### src/rtl/xres_deglitch.sv
// External reset deglitcher: per-channel sync, filter FSM, release stretch.
// Optional sticky event flags when XRES_DEGLITCH_STICKY_EN is defined.
module xres_deglitch #(
    parameter int NCH            = 2,
    parameter int FILT_CYCLES    = 16,
    parameter int STRETCH_CYCLES = 64,
    parameter int SYNC_STAGES    = 2
) (
    input  logic           wb_clk_i,
    input  logic           wb_rst_i,
    input  logic [NCH-1:0] xres_n_i,
    input  logic [NCH-1:0] chan_en_i,
    input  logic [NCH-1:0] bypass_i,
    output logic [NCH-1:0] rst_n_o,
    output logic           rst_any_n_o,
    output logic [NCH-1:0] event_o
`ifdef XRES_DEGLITCH_STICKY_EN
    ,
    output logic [NCH-1:0] evt_sticky_o,
    input  logic [NCH-1:0] evt_clr_i
`endif
);

    localparam int MAXC = (FILT_CYCLES > STRETCH_CYCLES) ? FILT_CYCLES : STRETCH_CYCLES;
    localparam int CW   = $clog2(MAXC + 1);

    typedef enum logic [2:0] {
        IDLE,
        ASSERT_PEND,
        ACTIVE,
        RELEASE_PEND,
        STRETCH
    } state_e;

    localparam state_e REL_DONE = (STRETCH_CYCLES == 0) ? IDLE : STRETCH;

    logic [NCH-1:0] sync_q [SYNC_STAGES];
    logic [NCH-1:0] sync;

    state_e         state_q [NCH];
    state_e         state_d [NCH];
    logic [CW-1:0]  cnt_q   [NCH];
    logic [CW-1:0]  cnt_d   [NCH];
    logic [NCH-1:0] rst_n_q, rst_n_d;
    logic [NCH-1:0] evt_q, evt_d;
    logic           rst_any_q, rst_any_d;

    always_ff @(posedge wb_clk_i or posedge wb_rst_i) begin
        if (wb_rst_i) begin
            for (int i = 0; i < SYNC_STAGES; i++) begin
                sync_q[i] <= '0;
            end
        end else begin
            sync_q[0] <= xres_n_i;
            for (int i = 1; i < SYNC_STAGES; i++) begin
                sync_q[i] <= sync_q[i-1];
            end
        end
    end

    assign sync = sync_q[SYNC_STAGES-1];

    always_comb begin
        for (int k = 0; k < NCH; k++) begin
            state_d[k] = state_q[k];
            cnt_d[k]   = cnt_q[k];
            evt_d[k]   = 1'b0;
            rst_n_d[k] = 1'b1;
            if (!chan_en_i[k]) begin
                state_d[k] = IDLE;
                cnt_d[k]   = '0;
            end else if (bypass_i[k]) begin
                // Park the FSM on the matching level so leaving bypass is clean.
                state_d[k] = sync[k] ? IDLE : ACTIVE;
                cnt_d[k]   = '0;
            end else begin
                unique case (state_q[k])
                    IDLE: begin
                        if (!sync[k]) begin
                            if (FILT_CYCLES == 1) begin
                                state_d[k] = ACTIVE;
                                cnt_d[k]   = '0;
                                evt_d[k]   = 1'b1;
                            end else begin
                                state_d[k] = ASSERT_PEND;
                                cnt_d[k]   = CW'(1);
                            end
                        end
                    end
                    ASSERT_PEND: begin
                        if (sync[k]) begin
                            state_d[k] = IDLE;
                            cnt_d[k]   = '0;
                        end else if (int'(cnt_q[k]) + 1 >= FILT_CYCLES) begin
                            state_d[k] = ACTIVE;
                            cnt_d[k]   = '0;
                            evt_d[k]   = 1'b1;
                        end else begin
                            cnt_d[k] = cnt_q[k] + CW'(1);
                        end
                    end
                    ACTIVE: begin
                        if (sync[k]) begin
                            if (FILT_CYCLES == 1) begin
                                state_d[k] = REL_DONE;
                                cnt_d[k]   = '0;
                            end else begin
                                state_d[k] = RELEASE_PEND;
                                cnt_d[k]   = CW'(1);
                            end
                        end
                    end
                    RELEASE_PEND: begin
                        if (!sync[k]) begin
                            state_d[k] = ACTIVE;
                            cnt_d[k]   = '0;
                        end else if (int'(cnt_q[k]) + 1 >= FILT_CYCLES) begin
                            state_d[k] = REL_DONE;
                            cnt_d[k]   = '0;
                        end else begin
                            cnt_d[k] = cnt_q[k] + CW'(1);
                        end
                    end
                    STRETCH: begin
                        if (!sync[k]) begin
                            state_d[k] = ACTIVE;
                            cnt_d[k]   = '0;
                        end else if (int'(cnt_q[k]) + 1 >= STRETCH_CYCLES) begin
                            state_d[k] = IDLE;
                            cnt_d[k]   = '0;
                        end else begin
                            cnt_d[k] = cnt_q[k] + CW'(1);
                        end
                    end
                    default: begin
                        state_d[k] = ACTIVE;
                        cnt_d[k]   = '0;
                    end
                endcase
            end
            if (!chan_en_i[k]) begin
                rst_n_d[k] = 1'b1;
            end else if (bypass_i[k]) begin
                rst_n_d[k] = sync[k];
            end else begin
                rst_n_d[k] = (state_d[k] == IDLE) || (state_d[k] == ASSERT_PEND);
            end
        end
        rst_any_d = &rst_n_d;
    end

    always_ff @(posedge wb_clk_i or posedge wb_rst_i) begin
        if (wb_rst_i) begin
            for (int k = 0; k < NCH; k++) begin
                state_q[k] <= ACTIVE;
                cnt_q[k]   <= '0;
            end
            rst_n_q   <= '0;
            evt_q     <= '0;
            rst_any_q <= 1'b0;
        end else begin
            for (int k = 0; k < NCH; k++) begin
                state_q[k] <= state_d[k];
                cnt_q[k]   <= cnt_d[k];
            end
            rst_n_q   <= rst_n_d;
            evt_q     <= evt_d;
            rst_any_q <= rst_any_d;
        end
    end

    assign rst_n_o     = rst_n_q;
    assign rst_any_n_o = rst_any_q;
    assign event_o     = evt_q;

`ifdef XRES_DEGLITCH_STICKY_EN
    logic [NCH-1:0] sticky_q, sticky_d;

    // A new event beats a coincident clear.
    assign sticky_d = evt_q | (sticky_q & ~evt_clr_i);

    always_ff @(posedge wb_clk_i or posedge wb_rst_i) begin
        if (wb_rst_i) begin
            sticky_q <= '0;
        end else begin
            sticky_q <= sticky_d;
        end
    end

    assign evt_sticky_o = sticky_q;
`endif

endmodule

### config.mk
export PLATFORM = sky130hd
export DESIGN_NAME = xres_deglitch
export DESIGN_NICKNAME = d
export VERILOG_FILES = /design/src/rtl/xres_deglitch.sv
export SDC_FILE = /design/constraint.sdc
export NUM_CORES = 1
export LEC_CHECK = 0
export CAP_MARGIN = 30
export CORE_UTILIZATION = 45
export DETAILED_ROUTE_END_ITERATION = 6
export GPL_TIMING_DRIVEN = 0
export SLEW_MARGIN = 5
export SYNTH_ARGS = -nofsm -noshare
export SYNTH_HDL_FRONTEND = slang
export SYNTH_SLANG_ARGS = --single-unit
### constraint.sdc
create_clock -name wb_clk_i -period 2.8 [get_ports wb_clk_i]
set_input_delay 0.42 -clock wb_clk_i [delete_from_list [all_inputs] [get_ports wb_clk_i]]
set_output_delay 0.42 -clock wb_clk_i [all_outputs]
set_load 0.01 [all_outputs]
* Word level (Yosys, flattened, before mapping)
Index checks and enable logic that the tools add are counted.
** Operators by class
- Multiplexer cells :: 58
- $lt $le $gt $ge :: 4
- Eq/ne operators :: 14
- Add/subtract/negate cells :: 4
- Reduce and logical (&&, ||, !) cells :: 9
** Operators with widths (number)
- $mux W7 :: 18
- $pmux W7 S5 :: 2
- $ge A32 B6 Y1 const B :: 2
- $mux W3 :: 20
- $pmux W3 S5 :: 2
- $add A7 B1 Y8 const B :: 2
- $ge A8 B7 Y1 const B :: 2
- $ne A4 B4 Y1 const B :: 4
- $add A7 B1 Y7 const B :: 2
- $mux W1 :: 14
- $eq A3 B1 Y1 const B :: 4
- $eq A3 B2 Y1 const B :: 4
- $logic_not A3 Y1 :: 4
- $eq A3 B3 Y1 const B :: 2
- $reduce_and A2 Y1 :: 3
- $mux W2 :: 2
- $logic_or A1 B1 Y1 :: 2
** Word-level totals
- Bits of input ports :: 8
- Output and inout port bits :: 5
- Logic and storage cells :: 98
- Register bits :: 29

* Logic depth before layout (Yosys ltp)
- Depth in word-level cells :: 12
- Mapped depth :: 7
- Depth with buffers taken out :: 6

* Worst setup path after synthesis
OpenSTA, ideal clock, no wires.
- Path type :: register -> register
- From :: register cnt_q[0] (netlist name)
- To :: register rst_any_q, in the netlist rst_any_n_o
- Clock period less this slack :: 1.995 ns
- Buffers on the path :: 1
- Library setup time :: 0.096 ns
- Arrival time :: 1.899 ns
- Required time :: 2.704 ns
- Cell stages (with the launch flop) :: 8
- Setup slack :: 0.805 ns
- Cells stage by stage :: dfrtp_1 > ha_1 > and3_1 > buf_6 > or4_1 > a31oi_1 > o22ai_1 > nor4_2
** RTL lines
- start, declared :: RTL line 42 : logic [CW-1:0] cnt_q [NCH];
- start signal, assigned by index :: RTL line 164 : cnt_q[k] <= cnt_d[k];
- end signal, assigned :: RTL line 168 : rst_any_q <= rst_any_d;
- end, declared :: RTL line 46 : logic rst_any_q, rst_any_d;

==> results.ini <==
[outcome]
status = finished clean

[clock_network]
cts_setup_buffers = 0
cts_buffers = 5
cts.clk_slew.worst_paths_ps = 60
cts_tree = built
cts_sinks = 29
post_cts_resized = 0
postCtsHoldBufs = 0
cts_buffer_depth = 2
cts_root_buffer = clkbuf_8
htreeDepth = 2
clk_latency_ps = 280

[worst_setup_path]
critPathTopFamily = compound AO/OA/AOI/OAI gates
cp_max_fo = 6
critPathRequiredTime_ps = 2950
cp-start-kind = flop
worstSetupEndpointType = flop
r2r_start = cnt_q[7]
crit_chain = ha_1, and3_1, clkbuf_1, mux2i_1, nand2_1, o311ai_2, nor2_1
cp.arrival_ps = 2310
slowest_stage = o311ai_2
timing.critical_path.buf_inv = 1
critPathKind = reg2reg
crit_path_max_incr_delay_ps = 450
critPathLaunch = cnt_q[7]

[worst_hold_path]
hold_class = reg2reg
hp-start = sync_q[2]

[placed_design]
port_buffers = 12
globalplace.congestion = 0.855
dp_hpwl_um = 2610
pre_cts_ws_ps = 431

[logic_synthesis]
yosysUniqueCellTypes = 55
syn-cell-area_mm2 = 0.00168
netlist_instances = 177
seq_area_frac_synth_pct = 43.2
synth-edff-count = 0
syn_nets = 187
synthArstFlopShare_pct = 100
synth_commonest_cells = dfrtp_1 (27), nand2_1 (18), nor2_1 (12)
synth-main-ff-cell = dfrtp_1
yosys_warnings = 0
synth_top_area_cell = dfrtp_1
yosysMostFrequentCell = dfrtp_1
synth_top_area_share_pct = 40.1
syn_avg_cell_area_um2 = 9.51
synth-seq-cells = 29
synth_area_leaders = dfrtp_1 (40%), nand2_1 (4.0%), a21o_1 (3.6%)

[power]
vdd_drop_max_uv = 326
p_leak_nw = 0.881
p_total_mw = 0.980
p_per_area_mw_per_mm2 = 489

[route]
drc = 0
num_vias = 1383
dr.pass1.iters = 4
wl_um = 3460
wl_per_cell_um = 14.2
viasPerCell = 5.67
drtIter0Drc = 98
ant_nets = 0

[layout]
fill_cells = 330
diodes = 0
drive_gt1_share_pct = 12.6
syn_to_final_growth_pct = 19.1
fin_nets = 207

[floorplanning]
dieHeight_um = 63.2
start_util_pct = 48.6
io_pins = 13
die-area_mm2 = 0.00399
rows = 21
die_width_um = 63.2
core_mm2 = 0.00347

[sta]
min_period_over_period_pct = 77.4
hold_viol = 0
tns_ps = 0
skew_ps = 6.73
timing.slew.headroom_pct = 33.6
setup_ws_ps = 632
fmax_mhz = 461
min_period_ps = 2170
drv_slew = 0
setup_viol = 0
grt_setup_unrepaired = false
max_slew.worst_pin.slew_ps = 986
fin_hold_ws_ps = 354

[job]
cap_violations = 0

[global_routing]
antenna_found_initial = 0
track_usage_pct = 19.2
grt_pass1_vias = 1289
grt_overflow = 0
grt_max_degree = 19
grt_pass1_wl_um = 6040

routing by layer:
layer	share of wire (%)	vias to the layer above	track usage (%)
li1	-	690	-
met1	53	669	28.8
met2	43	19	27.2
met3	3.1	5	3.80
met4	1.0	0	6.82
met5	0	-	0
power by group:
| group | total, mW | internal (mW) | switching [mW] |
|---|---|---|---|
| Clock | 0.441 | 0.290 | 0.151 |
| Combinational | 0.0981 | 0.0434 | 0.0547 |
| Sequential | 0.441 | 0.433 | 0.00809 |
cells by family (layout without fill, tap and decap cells):
| group | after synthesis | after routing | synth area share (%) |
|---|---|---|---|
| adders and majority gates | 2 | 2 | 1.49 |
| xor gates and xnor gates | 4 | 4 | 2.08 |
| buffers and inverters | 17 | 38 | 4.61 |
| AOI/OAI and AO/OA | 48 | 48 | 22.4 |
| and+or+nand+nor | 74 | 74 | 24.3 |
| DFF | 29 | 29 | 43.2 |
| muxes | 3 | 3 | 1.86 |
metrics by stage:
stage               instances  instance area (µm²)  utilization [%]
floorplan                 177                 1680                -
global placement          235                 1860             53.7
detailed placement        236                 1890             54.5
CTS                       244                 2010             57.8
global route              244                 2010             57.8
finish                    244                 2010             57.8
registers in the layout (all words and copies together) (netlist names):
| signal | cells |
|---|---|
| state_q | 6 |
| cnt_q | 14 |
| event_o | 2 |
| rst_n_o | 2 |
| rst_any_n_o | 1 |
| sync_q | 2 |
| sync | 2 |
area by class of cell:
class                   instances  area, µm²  area share [%]
clock buffers                   7       86.3            4.30
well taps                      46       57.6            2.87
repair buffers                 13        148            7.36
inverters                       7       26.3            1.31
multi-input cells             131        878            43.8
clock inverters                 1       30.0            1.50
plain buffers                  10       51.3            2.56
flip-flops and latches         29        728            36.3
final timing paths:
kind | end | slack, ps | cells past startpoint
setup / recovery | rst_n_o[0] | 630 | 7
hold / removal | sync[0] | 350 | 0
setup reg to reg | rst_n_o[0] | 630 | 7
hold reg to reg | sync[0] | 350 | 0
max in group asynchronous | state_q[1] | 1750 | 3
min in group asynchronous | cnt_q[8] | 500 | 2
layout by cell type, fill, tap and decap left out, types with 3 or more instances in the layout:
cell and count:
a21o_1 8, inv_1 7, clkbuf_1 5, a31oi_1 3, clkbuf_8 6, xnor2_1 3, clkdlybuf4s50_1 12, nor2b_1 6
dfrtp_1 27, and3_1 6, a22o_1 3, nand2b_1 6, a221oi_1 3, nor4_1 3, nand3_1 3, and2_1 3
o22ai_1 4, nand4_1 3, a21oi_1 7, nor2_1 12, buf_2 5, nand2_1 18
(Power assumes the default switching activity.)
==> RTL change: new RTL, config.mk and constraints unchanged <==
Add a define of `XRES_DEGLITCH_STICKY_EN`.
--- a/src/rtl/xres_deglitch.sv
+++ b/src/rtl/xres_deglitch.sv
@@ -1,5 +1,7 @@
 // External reset deglitcher: per-channel sync, filter FSM, release stretch.
 // Optional sticky event flags when XRES_DEGLITCH_STICKY_EN is defined.
+`define XRES_DEGLITCH_STICKY_EN
+
 module xres_deglitch #(
     parameter int NCH            = 2,
     parameter int FILT_CYCLES    = 16,
Ports: changed (added evt_clr_i and evt_sticky_o); port bits go from 13 to 17. The function was not compared with the original's and may differ.
==> RTL change against the unedited design <==
- cell area increased by 7.2%
- maximum frequency is 4.6% higher
- power is 3.3% lower
- global-route usage up 1.3 points
- utilization fell by 0.83 points
- setup slack better by 0.095 ns
- clock skew grew 0.0052 ns
- area after synthesis grew 7.5%
- sequential cell count rose by 2
- routed wire length is 6.5% higher
- largest cell class unchanged
==> RTL change: results (changes against the unedited design) <==
stage,metric,value,unit,change
outcome,status,"finished, final reports clean",,
power_and_ir_drop,p_leak,0.914,nW,+3.8%
yosys,ys_types,64,,+16%
power_and_ir_drop,peakVddDrop,0.241,mV,-26%
drt,drt_iter0_markers,71,,-28%
grt,grtUsageMet1,22.3,%,-6.4 points
final_layout,final_util,57.0,%,-0.83 points
final_layout,drive_above_1_share,21.9,%,+9.3 points
yosys,synthTopCellsByCount,"dfrtp_1 (29), nand2_1 (14), a21oi_1 (11)",,
yosys,yosysSeqAreaShare,43.0,%,-0.25 points
worst_setup_path,reg2reg_depth,6,,-1
drt,met2_length,1920,um,+28%
worst_setup_path,cp_slowest_cell,or4_4,,
placed_design,dpl_worst_slack,0.518,ns,+0.0867 ns
drt,num_vias,1438,,+4.0%
worst_setup_path,slowest_delay,0.56,ns,+0.11 ns
sta,skew,0.0119,ns,+0.00515 ns
worst_setup_path,arrival,2.22,ns,-0.09 ns
drt,wl,3690,um,+6.5%
drt,wl_per_cell,14.8,um,+4.4%
worst_setup_path,r2r_start,cnt_q[0],,
placed_design,dpl.hpwl,2660,um,+2.2%
yosys,synth_nets,188,,+0.53%
worst_setup_path,cp_top_family,simple AND/OR/NAND/NOR gates,,
drt,dr_wl_met3,91,um,-16%
RTL change: kinds of logic after synthesis:
family,after synthesis,synth area share (%)
xor+xnor,3,1.45
simple gates,68,24.2
fa+ha+maj,2,1.38
mux,3,1.73
buf+inv,12,3.73
compound gates,57,24.5
flops,31,43.0
RTL change: area by class of cell:
cell class | count | share of cell area [%]
plain buffers | 4 | 1.75
inverters | 8 | 1.40
flip-flops and latches | 31 | 36.2
well taps | 48 | 2.79
repair buffers | 17 | 8.73
clock buffers | 7 | 4.02
clock inverters | 1 | 0.233
multi-input cells | 133 | 44.9
RTL change: final timing paths:
kind	slack, ns	end
max	0.73	rst_any_n_o
min	0.35	sync[0]
max reg2reg	0.73	rst_any_n_o
min reg2reg	0.35	sync[0]
max in group asynchronous	1.85	state_q[1]
min in group asynchronous	0.42	sync[0]
RTL change: power breakdown:
group	switching [mW]	internal, mW
Combinational	0.0565	0.0542
Clock	0.168	0.198
Sequential	0.00910	0.462
